## src/rtl/regfile_sb_pkg.sv

```systemverilog
// regfile_pkg
// Shared definitions for the regfile_sb register file:
//   - default DATA_W / ADDR_W / NUM_RD values
//   - clear-engine FSM state type
//   - port_slice(): pulls one port's field out of a packed multi-port bus
// No ports (package).
package regfile_pkg;

    localparam int DEF_DATA_W  = 32;
    localparam int DEF_ADDR_W  = 5;
    localparam int DEF_NUM_RD  = 2;

    // Upper bounds used to size the generic slice helper.
    localparam int MAX_NUM_RD  = 4;
    localparam int MAX_SLICE_W = 32;
    localparam int MAX_BUS_W   = MAX_NUM_RD * MAX_SLICE_W;
    localparam int IDX_W       = $clog2(MAX_BUS_W);

    typedef enum logic {
        CLR_IDLE = 1'b0,
        CLR_RUN  = 1'b1
    } clr_state_e;

    // Returns bits [port*width +: width] of bus, zero-extended to MAX_SLICE_W.
    // Callers zero-extend their bus to MAX_BUS_W and truncate the result.
    function automatic logic [MAX_SLICE_W-1:0] port_slice(
        input logic [MAX_BUS_W-1:0] bus,
        input int                   port,
        input int                   width
    );
        logic [MAX_SLICE_W-1:0] slice;
        logic [IDX_W-1:0]       idx;
        slice = '0;
        for (int b = 0; b < MAX_SLICE_W; b++) begin
            if (b < width) begin
                idx      = IDX_W'(port * width + b);
                slice[b] = bus[idx];
            end
        end
        return slice;
    endfunction

endpackage

```

## src/rtl/regfile_sb_if.sv

```systemverilog
// regfile_sb_if
// Bus bundle between the decode stage (master) and the register file (slave).
//   write port : rg_wrt_en, rg_wrt_addr, rg_wrt_data
//   read ports : rg_rd_addr (packed, NUM_RD fields) -> rg_rd_data, rg_rd_busy
//   scoreboard : sb_set_en, sb_set_addr
//   soft clear : clr_req -> clr_busy
interface regfile_sb_if
    import regfile_pkg::*;
#(
    parameter int DATA_W = DEF_DATA_W,
    parameter int ADDR_W = DEF_ADDR_W,
    parameter int NUM_RD = DEF_NUM_RD
);

    logic                       rg_wrt_en;
    logic [ADDR_W-1:0]          rg_wrt_addr;
    logic [DATA_W-1:0]          rg_wrt_data;
    logic [NUM_RD*ADDR_W-1:0]   rg_rd_addr;
    logic [NUM_RD*DATA_W-1:0]   rg_rd_data;
    logic [NUM_RD-1:0]          rg_rd_busy;
    logic                       sb_set_en;
    logic [ADDR_W-1:0]          sb_set_addr;
    logic                       clr_req;
    logic                       clr_busy;

    modport master (
        output rg_wrt_en, rg_wrt_addr, rg_wrt_data, rg_rd_addr,
               sb_set_en, sb_set_addr, clr_req,
        input  rg_rd_data, rg_rd_busy, clr_busy
    );

    modport slave (
        input  rg_wrt_en, rg_wrt_addr, rg_wrt_data, rg_rd_addr,
               sb_set_en, sb_set_addr, clr_req,
        output rg_rd_data, rg_rd_busy, clr_busy
    );

endinterface

```

## src/rtl/regfile_sb_scoreboard.sv

```systemverilog
// regfile_scoreboard
// One pending-write (busy) bit per register.
//   clk, reset          : clock, async active-high reset (all bits cleared)
//   set_en, set_addr    : mark a register pending
//   wr_en, wr_addr      : a write retires the pending mark for its register
//   clr_en, clr_ptr     : soft-clear sweep; zeroes busy[clr_ptr] and blocks set/write
//   busy                : current busy vector
module regfile_scoreboard
    import regfile_pkg::*;
#(
    parameter int ADDR_W   = DEF_ADDR_W,
    parameter int ZERO_REG = 1,
    localparam int DEPTH   = 2**ADDR_W
) (
    input  logic              clk,
    input  logic              reset,
    input  logic              set_en,
    input  logic [ADDR_W-1:0] set_addr,
    input  logic              wr_en,
    input  logic [ADDR_W-1:0] wr_addr,
    input  logic              clr_en,
    input  logic [ADDR_W-1:0] clr_ptr,
    output logic [DEPTH-1:0]  busy
);

    logic [DEPTH-1:0] busy_q;
    logic [DEPTH-1:0] busy_d;

    // The set is applied after the write-clear so a same-address set wins.
    always_comb begin
        busy_d = busy_q;
        if (clr_en) begin
            busy_d[clr_ptr] = 1'b0;
        end else begin
            if (wr_en) begin
                busy_d[wr_addr] = 1'b0;
            end
            if (set_en) begin
                busy_d[set_addr] = 1'b1;
            end
        end
        if (ZERO_REG != 0) begin
            busy_d[0] = 1'b0;
        end
    end

    always_ff @(posedge clk or posedge reset) begin
        if (reset) begin
            busy_q <= '0;
        end else begin
            busy_q <= busy_d;
        end
    end

    assign busy = busy_q;

endmodule

```

## src/rtl/regfile_sb.sv

```systemverilog
// regfile_sb
// Parametrised register file with write-to-read bypass, pending-write
// scoreboard and a sequential soft-clear engine.
//   clk    : clock, all state updates on the rising edge
//   reset  : async active-high reset; zeroes array and scoreboard, FSM to idle
//   bus    : regfile_sb_if.slave (write port, NUM_RD read ports with busy
//            flags, scoreboard set port, clear request / clear busy)
module regfile_sb
    import regfile_pkg::*;
#(
    parameter int DATA_W   = DEF_DATA_W,
    parameter int ADDR_W   = DEF_ADDR_W,
    parameter int NUM_RD   = DEF_NUM_RD,
    parameter int ZERO_REG = 1,
    parameter int BYPASS   = 1,
    localparam int DEPTH   = 2**ADDR_W
) (
    input  logic         clk,
    input  logic         reset,
    regfile_sb_if.slave  bus
);

    clr_state_e        state_q, state_d;
    logic [ADDR_W-1:0] ptr_q,   ptr_d;
    logic [DATA_W-1:0] mem_q [DEPTH];
    logic [DATA_W-1:0] mem_d [DEPTH];
    logic [DEPTH-1:0]  busy_vec;
    logic              clearing;
    logic              wr_fire;

    assign clearing     = (state_q == CLR_RUN);
    assign wr_fire      = bus.rg_wrt_en && !clearing;
    assign bus.clr_busy = clearing;

    // Clear engine: one entry per cycle, leaves after the last entry.
    always_comb begin
        state_d = state_q;
        ptr_d   = ptr_q;
        case (state_q)
            CLR_IDLE: begin
                if (bus.clr_req) begin
                    state_d = CLR_RUN;
                    ptr_d   = '0;
                end
            end
            CLR_RUN: begin
                ptr_d = ptr_q + ADDR_W'(1);
                if (ptr_q == ADDR_W'(DEPTH - 1)) begin
                    state_d = CLR_IDLE;
                end
            end
            default: begin
                state_d = CLR_IDLE;
            end
        endcase
    end

    // The sweep owns the array while running; writes are simply dropped.
    always_comb begin
        mem_d = mem_q;
        if (clearing) begin
            mem_d[ptr_q] = '0;
        end else if (bus.rg_wrt_en &&
                     !((ZERO_REG != 0) && (bus.rg_wrt_addr == '0))) begin
            mem_d[bus.rg_wrt_addr] = bus.rg_wrt_data;
        end
    end

    always_ff @(posedge clk or posedge reset) begin
        if (reset) begin
            state_q <= CLR_IDLE;
            ptr_q   <= '0;
            for (int i = 0; i < DEPTH; i++) begin
                mem_q[i] <= '0;
            end
        end else begin
            state_q <= state_d;
            ptr_q   <= ptr_d;
            mem_q   <= mem_d;
        end
    end

    regfile_scoreboard #(
        .ADDR_W   (ADDR_W),
        .ZERO_REG (ZERO_REG)
    ) u_scoreboard (
        .clk      (clk),
        .reset    (reset),
        .set_en   (bus.sb_set_en),
        .set_addr (bus.sb_set_addr),
        .wr_en    (bus.rg_wrt_en),
        .wr_addr  (bus.rg_wrt_addr),
        .clr_en   (clearing),
        .clr_ptr  (ptr_q),
        .busy     (busy_vec)
    );

    // Read ports: zero register beats bypass, bypass beats the array.
    // A forwarded write hides the stored busy bit unless a same-cycle set
    // targets the same register.
    for (genvar k = 0; k < NUM_RD; k++) begin : g_rd
        logic [ADDR_W-1:0] ra;
        logic              zero_hit;
        logic              fwd;

        assign ra       = ADDR_W'(port_slice(MAX_BUS_W'(bus.rg_rd_addr), k, ADDR_W));
        assign zero_hit = (ZERO_REG != 0) && (ra == '0);
        assign fwd      = (BYPASS != 0) && wr_fire && (bus.rg_wrt_addr == ra);

        assign bus.rg_rd_data[k*DATA_W +: DATA_W] =
            zero_hit ? '0 : (fwd ? bus.rg_wrt_data : mem_q[ra]);
        assign bus.rg_rd_busy[k] =
            zero_hit ? 1'b0
                     : (fwd ? (bus.sb_set_en && (bus.sb_set_addr == ra))
                            : busy_vec[ra]);
    end

endmodule

```

## src/flat_wrapper.sv

```systemverilog
// flat-port wrapper written by rule: the top's interface ports become plain ports
module regfile_sb_flat import regfile_pkg::*;
#(
    parameter int DATA_W   = DEF_DATA_W,
    parameter int ADDR_W   = DEF_ADDR_W,
    parameter int NUM_RD   = DEF_NUM_RD,
    parameter int ZERO_REG = 1,
    parameter int BYPASS   = 1,
    localparam int DEPTH   = 2**ADDR_W
)
  (clk, reset, bus_rg_wrt_en, bus_rg_wrt_addr, bus_rg_wrt_data, bus_rg_rd_addr, bus_sb_set_en, bus_sb_set_addr, bus_clr_req, bus_rg_rd_data, bus_rg_rd_busy, bus_clr_busy);
  regfile_sb_if #(.DATA_W(DATA_W), .ADDR_W(ADDR_W), .NUM_RD(NUM_RD)) bus_i ();
  input  logic clk;
  input  logic reset;
  input wire logic [$bits(bus_i.rg_wrt_en)-1:0] bus_rg_wrt_en;
  input wire logic [$bits(bus_i.rg_wrt_addr)-1:0] bus_rg_wrt_addr;
  input wire logic [$bits(bus_i.rg_wrt_data)-1:0] bus_rg_wrt_data;
  input wire logic [$bits(bus_i.rg_rd_addr)-1:0] bus_rg_rd_addr;
  input wire logic [$bits(bus_i.sb_set_en)-1:0] bus_sb_set_en;
  input wire logic [$bits(bus_i.sb_set_addr)-1:0] bus_sb_set_addr;
  input wire logic [$bits(bus_i.clr_req)-1:0] bus_clr_req;
  output wire logic [$bits(bus_i.rg_rd_data)-1:0] bus_rg_rd_data;
  output wire logic [$bits(bus_i.rg_rd_busy)-1:0] bus_rg_rd_busy;
  output wire logic [$bits(bus_i.clr_busy)-1:0] bus_clr_busy;
  assign bus_i.rg_wrt_en = bus_rg_wrt_en;
  assign bus_i.rg_wrt_addr = bus_rg_wrt_addr;
  assign bus_i.rg_wrt_data = bus_rg_wrt_data;
  assign bus_i.rg_rd_addr = bus_rg_rd_addr;
  assign bus_i.sb_set_en = bus_sb_set_en;
  assign bus_i.sb_set_addr = bus_sb_set_addr;
  assign bus_i.clr_req = bus_clr_req;
  assign bus_rg_rd_data = bus_i.rg_rd_data;
  assign bus_rg_rd_busy = bus_i.rg_rd_busy;
  assign bus_clr_busy = bus_i.clr_busy;
  regfile_sb #(.DATA_W(DATA_W), .ADDR_W(ADDR_W), .NUM_RD(NUM_RD), .ZERO_REG(ZERO_REG), .BYPASS(BYPASS)) u_core (.clk(clk), .reset(reset), .bus(bus_i));
endmodule
```

## config.mk

```make
export PLATFORM = sky130hd
export DESIGN_NAME = regfile_sb_flat
export DESIGN_NICKNAME = d
export VERILOG_FILES = /design/src/rtl/regfile_sb_pkg.sv /design/src/rtl/regfile_sb_if.sv /design/src/rtl/regfile_sb_scoreboard.sv /design/src/rtl/regfile_sb.sv /design/src/flat_wrapper.sv
export SDC_FILE = /design/constraint.sdc
export NUM_CORES = 2
export LEC_CHECK = 0
export BUFFER_PORTS_ARGS = -buffer_cell sky130_fd_sc_hd__buf_2
export CAP_MARGIN = 10
export CORE_ASPECT_RATIO = 1.25
export CORE_MARGIN = 2
export CORE_UTILIZATION = 60
export DETAILED_ROUTE_END_ITERATION = 7
export PLACE_DENSITY = 0.86
export RECOVER_POWER = 50
export SLEW_MARGIN = 20
export SYNTH_ARGS = -nofsm -noshare
export SYNTH_HDL_FRONTEND = slang
export SYNTH_SLANG_ARGS = --single-unit
```

## constraint.sdc

```tcl
create_clock -name clk -period 52.9 [get_ports clk]
set_input_delay 13.225 -clock clk [delete_from_list [all_inputs] [get_ports clk]]
set_output_delay 13.225 -clock clk [all_outputs]
set_load 0.05 [all_outputs]
```

==> results.py <==
metrics = {
    "status": {
        "run_status": "finished with violations",
        "violations": "DRC, capacitance limit, slew limit",
    },
    "synthesis": {
        "synth.distinct_cells": 70,
        "postSynthCellCount": 4387,
        "postSynthRegisterBits": 1061,
        "postSynthNetCount": 4449,
        "synthFlopType": "sky130_fd_sc_hd__dfrtp_1",
        "mappedNetlistArea_um2": 56680,
        "async_reset_ff_share_pct": 100.0,
        "synth_edf_count": 0,
        "syn_area_per_cell_um2": 12.92,
        "seq_total_area_yosys_pct": 46.84,
        "ys_warn_count": 0,
    },
    "placed_design": {
        "dpl-instance-area_um2": 57650,
        "place.port_buffers": 123,
        "gp_congestion": 0.9447,
        "detailedPlacementHpwl_um": 122500,
    },
    "critical_path": {
        "worstPathMaxFanout": 81,
        "max_stage_delay_ns": 0.88,
        "worstPathBufferInverterCount": 4,
        "reg2reg_from": "u_core.bus.clr_busy",
        "worst_path_max_delay_cell": "sky130_fd_sc_hd__buf_4",
        "rrSetupSlack_ns": 44.96,
        "cp.required_ns": 39.68,
        "worstPathCellList": "buf_8, buf_4, buf_4, mux2_2, o22ai_1, nor4_1, nor2_1, a21oi_1, buf_2",
        "cp_data_arrival_time_ns": 17.73,
        "worst_r2r_path_depth": 8,
        "critical-path-top-cell-by-count": "sky130_fd_sc_hd__buf_4",
        "critPathKind": "primary input to output port",
        "cpLargestDelayFamily": "buffers and inverters",
        "setup.worst_path.start_class": "primary input",
        "worstReg2RegEnd": "u_core.mem_q[215]",
        "crit_path_end_kind": "output port",
    },
    "clock_network": {
        "max-clock-path-buffers": 3,
        "cts_setup_buffers": 0,
        "post_cts_hold_buffer_count": 0,
        "postCtsResizedCells": 0,
        "h_tree_depth": 3,
        "cts.root.buffer_cell": "sky130_fd_sc_hd__clkbuf_16",
        "clock_sink_count": 1061,
        "worstSkewPairLatency_ns": 0.72,
        "numCtsBuffers": 99,
        "clk_slew_on_worst_s_h_paths_ns": 0.07,
        "cts_tree": "yes",
    },
    "drt": {
        "drc": 7,
        "wl_per_cell_um": 41.72,
        "first_pass_iters": 8,
        "detail_route.vias_per_cell": 8.969,
        "postRouteWirelength_um": 228800,
        "drtIter0Drc": 10860,
        "vias": 49190,
        "detail-route-antenna-nets": 0,
    },
    "hold_path": {
        "min-delay-start": "u_core.mem_q[805]",
        "hp-class": "flop to flop",
        "cells_on_worst_hold_path": 1,
        "hold-path-endpoint": "u_core.mem_q[805]",
    },
    "final_layout": {
        "synth_to_layout_area_growth_pct": 7.252,
        "final_cell_area_um2": 60790,
        "final_cell_mix": "sky130_fd_sc_hd__dfrtp_1 (1061), sky130_fd_sc_hd__a22o_1 (1002), sky130_fd_sc_hd__mux4_2 (410), sky130_fd_sc_hd__mux2i_1 (198), sky130_fd_sc_hd__nand2_1 (119)",
        "final_net_count": 4239,
        "layout_commonest_cell": "sky130_fd_sc_hd__dfrtp_1",
        "final_layout_size_suffix_gt1_share_pct": 21.76,
    },
    "timing": {
        "max_freq_mhz": 32.30,
        "worst_slew_margin_rel_pct": -306.6,
        "final.setup_skew_ns": 0.03005,
        "timing_hold_violations_final": 0,
        "setup_repair_after_global_routing_missed_its_margin": "no",
        "timing.final.setup_violations": 0,
        "final_period_minus_worst_setup_slack_ns": 30.96,
        "ratio_of_final_minimum_period_to_clock_period_pct": 58.52,
        "setup_tns_ns": 0,
        "number_of_pins_with_negative_max_slew_slack_in_the_final_report": 1878,
        "max_slew.worst_pin.slew_ns": 6.065,
    },
    "flow_run": {
        "max_cap_viol_count": 54,
    },
    "power_and_ir_drop": {
        "irDropWorstVdd_mv": 0.03154,
        "p_per_area_nw_per_um2": 35.90,
        "power.leakage_uw": 0.02691,
    },
    "floorplan": {
        "initial_utilization_pct": 60.32,
        "die_area_um2": 96960,
        "floorplan.core_area_um2": 93960,
        "die_height_um": 347.6,
        "ports": 124,
        "floorplan.rows": 126,
        "fp.dieW_um": 278.9,
    },
    "global_routing": {
        "track_usage_pct": 47.41,
        "grt_antenna_before_repair": 11,
        "wire_length_of_the_first_global_routing_pass_um": 334200,
        "grt_max_degree": 182,
        "grt-ovfl-total": 0,
        "first_global_vias": 48820,
    },
}
[layout make-up]
class	count	area (µm²)
Fill cell	6407	33170
Multi-Input combinational cell	2739	27620
Sequential cell	1061	26550
Clock buffer	138	2814
Timing Repair Buffer	263	1598
Tap cell	1216	1521
Clock inverter	41	605.6
Inverter	13	50.05
Antenna cell	13	32.53
[synth_stat cells, types with 60 or more instances]
| cell type | n | area share (%) |
|---|---|---|
| sky130_fd_sc_hd__nand2_1 | 121 | 0.80 |
| sky130_fd_sc_hd__clkbuf_1 | 306 | 2.0 |
| sky130_fd_sc_hd__o22ai_1 | 102 | 1.1 |
| sky130_fd_sc_hd__dfrtp_1 | 1061 | 47 |
| sky130_fd_sc_hd__o21ai_0 | 65 | 0.57 |
| sky130_fd_sc_hd__nor3_1 | 60 | 0.53 |
| sky130_fd_sc_hd__a21oi_1 | 115 | 1.0 |
| sky130_fd_sc_hd__mux2i_1 | 198 | 3.5 |
| sky130_fd_sc_hd__mux4_2 | 410 | 16 |
| sky130_fd_sc_hd__buf_2 | 151 | 1.3 |
| sky130_fd_sc_hd__nor2b_1 | 80 | 0.88 |
| sky130_fd_sc_hd__a22o_1 | 1002 | 15 |
| sky130_fd_sc_hd__nor2_1 | 104 | 0.69 |
[sequential cells by signal, summed over array words and instances (netlist names)]
name / cells
u_core.ptr_q: 5
u_core.mem_q: 1024
u_core.bus.clr_busy: 1
u_core.u_scoreboard.busy: 31
[stage by stage]
stage               instances  hold slack (ns)  utilization, %  setup slack, ns  total power, µW
CTS                      5469           0.5174           65.00            22.08             2145
finish                   5484           0.5138           64.70            21.94             2183
global route             5472           0.5300           64.67            21.69             2215
detailed placement       5290           0.4972           61.36            22.13             1389
floorplan                4387           0.4661               -            9.809             1231
global placement         5290           0.4924           61.36            22.16             1374
[report_power, final]
group          internal, µW  switching [µW]
logic                   158             298
registers               883            69.8
clock network           433             341
[how the worst max path moves through the flow]
stage	from	endpoint	slack (ns)	cells after the start
after global routing	bus_rg_rd_addr[0]	bus_rg_rd_data[24]	21.69	9
after detailed placement	bus_rg_rd_addr[0]	bus_rg_rd_data[24]	22.13	9
after global placement	bus_rg_rd_addr[5]	bus_rg_rd_data[59]	22.16	9
final	bus_rg_rd_addr[5]	bus_rg_rd_data[59]	21.94	9
after CTS	bus_rg_rd_addr[5]	bus_rg_rd_data[59]	22.08	9
after floorplan	reset	u_core.bus.clr_busy	9.81	1
[per-layer routing]
metal | up-vias | part of all wire (%) | GRT usage, %
li1 | 17050 | - | -
met3 | 2101 | 20 | 29.23
met4 | 18 | 11 | 39.19
met2 | 6346 | 39 | 61.39
met1 | 23670 | 30 | 54.76
met5 | - | 0.24 | 4.776
[worst register-to-register path, cell delays in order, from the launching register on]
cell and delay [ns]:
sky130_fd_sc_hd__dfrtp_1 0.32, sky130_fd_sc_hd__clkbuf_1 1.63, sky130_fd_sc_hd__nand2b_1 0.25, sky130_fd_sc_hd__buf_4 0.34
sky130_fd_sc_hd__nor4_4 0.08, sky130_fd_sc_hd__clkbuf_1 1.62, sky130_fd_sc_hd__a21oi_4 0.59, sky130_fd_sc_hd__clkbuf_1 2.58
sky130_fd_sc_hd__a22o_1 0.42
[logic make-up after synthesis]
| family | share of synthesized area [%] |
|---|---|
| simple gates | 5.285 |
| xor+xnor | 0.3399 |
| fa+ha+maj | 0.1104 |
| buf+inv | 5.015 |
| compound gates | 21.47 |
| flops | 46.84 |
| mux | 20.94 |
No activity file was read; power rests on OpenSTA's default activity.
